## src/rtl/demux_1_4_v.sv

```systemverilog
// 1-to-4 registered demux of i_a by i_sel_code, with per-output saturating hit counters.
// Latency: one clock from input sample to o_code/o_sel_q/o_valid/o_hit_cnt.
// Backpressure: none; i_en=0 freezes every register, i_rst overrides i_en.
module demux_1_4_v #(
    parameter bit ACTIVE_LOW_OUT = 1'b0,
    parameter int CNT_W          = 8
) (
    input  logic                 i_clk,
    input  logic                 i_rst,
    input  logic                 i_en,
    input  logic                 i_a,
    input  logic [1:0]           i_sel_code,
    output logic [3:0]           o_code,
    output logic                 o_valid,
    output logic [1:0]           o_sel_q,
    output logic [4*CNT_W-1:0]   o_hit_cnt
);

    // XOR mask applied at the register input so the reset value carries the polarity too.
    localparam logic [3:0]       POL_MASK = ACTIVE_LOW_OUT ? 4'hF : 4'h0;
    localparam logic [CNT_W-1:0] CNT_MAX  = '1;

    logic [3:0]       route_onehot;
    logic [CNT_W-1:0] hit_cnt [4];

    always_comb begin
        route_onehot             = 4'b0000;
        route_onehot[i_sel_code] = i_a;
    end

    always_ff @(posedge i_clk) begin
        if (i_rst) begin
            o_code  <= POL_MASK;
            o_valid <= 1'b0;
            o_sel_q <= 2'b00;
        end else if (i_en) begin
            o_code  <= route_onehot ^ POL_MASK;
            o_valid <= 1'b1;
            o_sel_q <= i_sel_code;
        end
    end

    for (genvar k = 0; k < 4; k++) begin : g_hit
        always_ff @(posedge i_clk) begin
            if (i_rst) begin
                hit_cnt[k] <= '0;
            end else if (i_en && i_a && (i_sel_code == 2'(k)) && (hit_cnt[k] != CNT_MAX)) begin
                hit_cnt[k] <= hit_cnt[k] + CNT_W'(1);
            end
        end
        assign o_hit_cnt[k*CNT_W +: CNT_W] = hit_cnt[k];
    end

endmodule

```

## config.mk

```make
export PLATFORM = sky130hd
export DESIGN_NAME = demux_1_4_v
export DESIGN_NICKNAME = d
export VERILOG_FILES = /design/src/rtl/demux_1_4_v.sv
export SDC_FILE = /design/constraint.sdc
export NUM_CORES = 1
export LEC_CHECK = 0
export BUFFER_PORTS_ARGS = -buffer_cell sky130_fd_sc_hd__buf_2
export CORE_MARGIN = 2
export CORE_UTILIZATION = 30
export CTS_CLUSTER_SIZE = 25
export DETAILED_ROUTE_END_ITERATION = 8
export GPL_TIMING_DRIVEN = 0
export SYNTH_ARGS = -nofsm -noshare
export SYNTH_HDL_FRONTEND = slang
export SYNTH_SLANG_ARGS = --single-unit
```

## constraint.sdc

```tcl
create_clock -name i_clk -period 1.65 [get_ports i_clk]
set_input_delay 0.0825 -clock i_clk [delete_from_list [all_inputs] [get_ports i_clk]]
set_output_delay 0.0825 -clock i_clk [all_outputs]
set_load 0.02 [all_outputs]
```

======== Word level (Yosys, flattened, before mapping) ========
Memories as Yosys holds them, arrays and structs flattened.
Cells that the tools add are included.
cells by class
  add/sub/neg operators ................... 4
  $lt $le $gt $ge ......................... 2
  equal/unequal tests ..................... 7
  mux-type cells .......................... 20
  bitwise logic cells ..................... 5
  reduce and logical (&&, ||, !) cells .... 11
operator list
  cell                                                                                 number
  8-bit by 1-bit adder with 8-bit output, second input constant                        4
  8-bit 2-to-1 mux                                                                     4
  8-bit inequality test, second input constant                                         4
  1-bit 2-to-1 mux                                                                     15
  1-bit logical AND                                                                    10
  4-bit AND                                                                            1
  2-bit equality test, second input constant                                           2
  1-bit bitwise OR                                                                     4
  2-bit by 3-bit less-than comparator with 1-bit output, second input constant         1
  1-bit demux with 2-bit select                                                        1
  2-bit by 1-bit equality test with 1-bit output, second input constant                1
  2-bit by 1-bit greater-or-equal comparator with 1-bit output, second input constant  1
  2-bit logical NOT                                                                    1
storage, ports and cells
  register bits ........................... 7
  RAM bits ................................ 32
  bits of input ports ..................... 6
  output and inout port bits .............. 39
  logic and storage cells ................. 53
  memories ................................ 1
memories
  name     words  width  read ports  clocked after memory_dff  write ports  RTL line  text
  hit_cnt  4      8      4           0                         4            24        logic [CNT_W-1:0] hit_cnt [4];

======== Depth between registers and ports, before layout ========
  depth in word-level cells ............... 7
  depth in mapped cells ................... 6
  depth with buffers taken out ............ 5

======== Least setup slack after synthesis ========
OpenSTA, ideal clock, no wires.
  path type ............................... register to register
  start ................................... mem hit_cnt[3][0] (netlist: hit_cnt[1][8])
  end ..................................... mem hit_cnt[3][2] (netlist: hit_cnt[1][10]), enable pin
  setup time .............................. 0.375 ns
  data arrival time ....................... 1.469 ns
  required time ........................... 1.275 ns
  path slack .............................. -0.193 ns
  stages on the path, launching flop included .. 5
  path buffers ............................ 0
  clock period less this slack ............ 1.843 ns
  cells stage by stage .................... edfxtp_1 > ha_1 > nand3_1 > nor3_1 > o21bai_1
RTL lines
  item         RTL line
  from (decl)  24

==> results.md <==
* Final setup viols at 0
* Ys async rst share at 0
* Leak Pwr at between 0.9 and 1 nW
* Residual DRC count at 0
* Main synth FF type: edfxtp_1
* Fill cell count at 658
* Syn nets at slightly below 200
* H-tree depth at 2
* Sw power at approximately 0.00052 W
* Final Hold Vio Count at 0
* Critical-path cell list: and4_1 > and4_1 > o21bai_4
* Most frequent CP cell: and4_1
* Post-synth top area share at 0.481
* CTS sink cnt at 39
* Worst Tran Pin Value at roughly 0.5 ns
* Port Buffers at 43
* CTS tree: built
* Initial antenna violation count at 0
* Die Wd at 85.6 um
* WP data arrival at ~1.5 ns
* Vias per cell at about 4.8
* Slowest stage delay, CP at approximately 0.49 ns
* Crit share post-route at 0.944
* Synth top area cells: edfxtp_1 48%, dfxtp_1 7.0%, nor2_1 4.9%, xor2_1 4.8%, nand3_1 4.0%
* Clock Path Buffers at 2
* Final setup margin at a little over 0.09 ns
* Sequential area share after synthesis at 0.551
* CP Class: reg2reg
* Max Fclk at 0.642 GHz
* Die height at 85.6 um
* PwrDens at between 800 and 900 mW/mm2
* Post-Syn Instances at 185
* Ratio of cells with drive above 1 in the final layout at 0.318
* TritonCTS buffer count at 5
* ANT nets after route at 0
* Max Slew Vio Count at 0
* Ant. Diodes at 0
* Post-synth EDFFs at 32
* WL met2 at approximately 2000 um
* Largest net degree at the start of global routing at 12
* Status: complete, no violations
* Maximum vdd drop at approximately 0.00032 V
* Max Cap Viol at 0
* Drt first pass iters at 4
* Routed wl met3 at roughly 170 um
* CP Capture Type: flip-flop
* Worst setup SP type: flip-flop
* Critical Path Slowest Stage Cell: edfxtp_1
* Drt wl/cell at 13.0 um
* Total number of vias at ~1500
* Flip-flop and latch count after synthesis at 39
* Seq pwr share at 0.574
* Die area at between 0.007 and 0.008 mm2
* RSZ-0062 raised after global routing: no
* Setup slack at placement at -0.106 ns
* Distinct cells, synth at 37
* Top-count cell post-synth: edfxtp_1
* Initial core utilization at 0.313
* Worst-Skew Late Latency at between 0.2 and 0.3 ns
* M1 WL at roughly 2000 um
* Worst-path clk slew at about 0.070 ns
* Top post-synthesis cells by count: 32 x edfxtp_1, 26 x nor2_1, 16 x nand3_1
* Clk network pwr share at 0.310
* Crit Path Max Fanout at 8
* Synth Warn # at 0
* Worst Path Required at between 1.5 and 2 ns
* Max Clock Skew at between 0.005 and 0.006 ns
* Final WL at ~4200 um
* Core area at 0.00639 mm2
* Vias in the first global route at between 1000 and 1500
* First-pass GRT wire length at approximately 6800 um
* Starting DRT DRC Count at 70
* P_int at ~0.0015 W
* Gr usage total at 0.120
* Congestion Overflow GR at 0
* Max-slew headroom at 0.668
* Combinational share of power at 0.117
* Dpl hpwl at roughly 3000 um
* Hold Crit Class: in2reg
* Rows at 29
* Root buffer cell: clkbuf_8
* Switching Fraction at 0.257
* Fin nets at around 250
* GP Congestion at between 0.7 and 0.8
* Top-Level Pins at 45
* Synth Cell Area at 0.00200 mm2
* Layout area overhead at 24.3%
* Fin crit period at roughly 1.6 ns
* Mean post-synth cell area at approximately 11 um2
* Synth area leader: edfxtp_1
* Top layer in use: met4
* Worst Hold Slack at between 0.07 and 0.08 ns
sequential cells by signal, summed over array words and instances (netlist names):
signal,count
hit_cnt,32
o_code,4
o_sel_q,2
o_valid,1
worst max-delay path: cells and delay by family (launching register included):
kind / cells / cell delay, ns
flip-flops: 1 / 0.49
AO/OA/AOI/OAI: 1 / 0.27
AND/OR/NAND/NOR: 2 / 0.48
timing repair:
item / CTS / global route
buffers inserted: 1 / 5
pin swaps: 0 / 1
resized for setup: 4 / 3
hold buffers: 0 / 0
setup endpoints to repair: 19 / 35
per-layer routing:
layer	vias up	global-route usage
li1	779	-
met1	714	0.161
met2	27	0.186
met3	4	0.0346
met4	0	0.0390
met5	-	0
cell type report:
type	count	area [um2]	area share
inverter	6	22.5	0.00906
tap	77	96.3	0.0388
timing repair buffer	49	260	0.105
sequential	39	1100	0.443
multi-input combinational	136	901	0.362
clock buffer	8	80.1	0.0322
buffer	4	25.0	0.0101
worst paths after layout:
| kind | start | end | slack (ns) | cells after the start |
|---|---|---|---|---|
| max | hit_cnt[1][3] | hit_cnt[1][0] | 0.09 | 3 |
| min | i_en | o_valid | 0.07 | 3 |
| max reg2reg | hit_cnt[1][3] | hit_cnt[1][0] | 0.09 | 3 |
| min reg2reg | o_code[2] | o_code[2] | 0.46 | 2 |
cells by family after synthesis:
logic type / count (synthesis) / share of synthesized area
simple gates: 91 / 0.249
mux: 2 / 0.0100
fa+ha+maj: 4 / 0.0250
compound gates: 22 / 0.0670
xor+xnor: 17 / 0.0745
flops: 39 / 0.551
buf+inv: 10 / 0.0238
power groups by stage:
stage	combinational, W	sequential (W)	clock (W)
final	0.000235	0.00116	0.000624
after global routing	0.000258	0.00117	0.000710
after CTS	0.000229	0.00116	0.000665
after detailed placement	0.000222	0.00118	0
after global placement	0.000220	0.00118	0
after floorplan	0.0000913	0.00123	0
placed cells by master (no fill, tap or decap), types with 2 or more instances in the layout:
cell type and n:
nor2_1 26, mux2i_1 2, a21oi_1 10, clkbuf_1 4
nand2_1 15, inv_1 6, xor2_1 11, xnor2_1 6
nor2_2 6, clkbuf_8 5, dfxtp_1 7, ha_1 3
nand4b_1 2, o21bai_4 2, or2_0 2, nand4_1 2
or2_4 3, edfxtp_1 32, buf_4 6, nand3_1 15
or3_1 4, buf_2 45, nand2b_1 2, and4_1 4
o21ai_0 3, and3_1 2
stage by stage:
| stage | area [um2] | instances | setup TNS [ns] | utilization | total power [W] |
|---|---|---|---|---|---|
| after global placement | 2330 | 305 | -1.38 | 0.365 | 0.00140 |
| final | 2490 | 319 | 0 | 0.389 | 0.00202 |
| after floorplan | 2020 | 185 | -0.214 | - | 0.00132 |
| after CTS | 2440 | 314 | 0 | 0.381 | 0.00205 |
| after global routing | 2490 | 319 | 0 | 0.389 | 0.00213 |
| after detailed placement | 2330 | 305 | -1.41 | 0.365 | 0.00140 |
(Power assumes the default switching activity.)
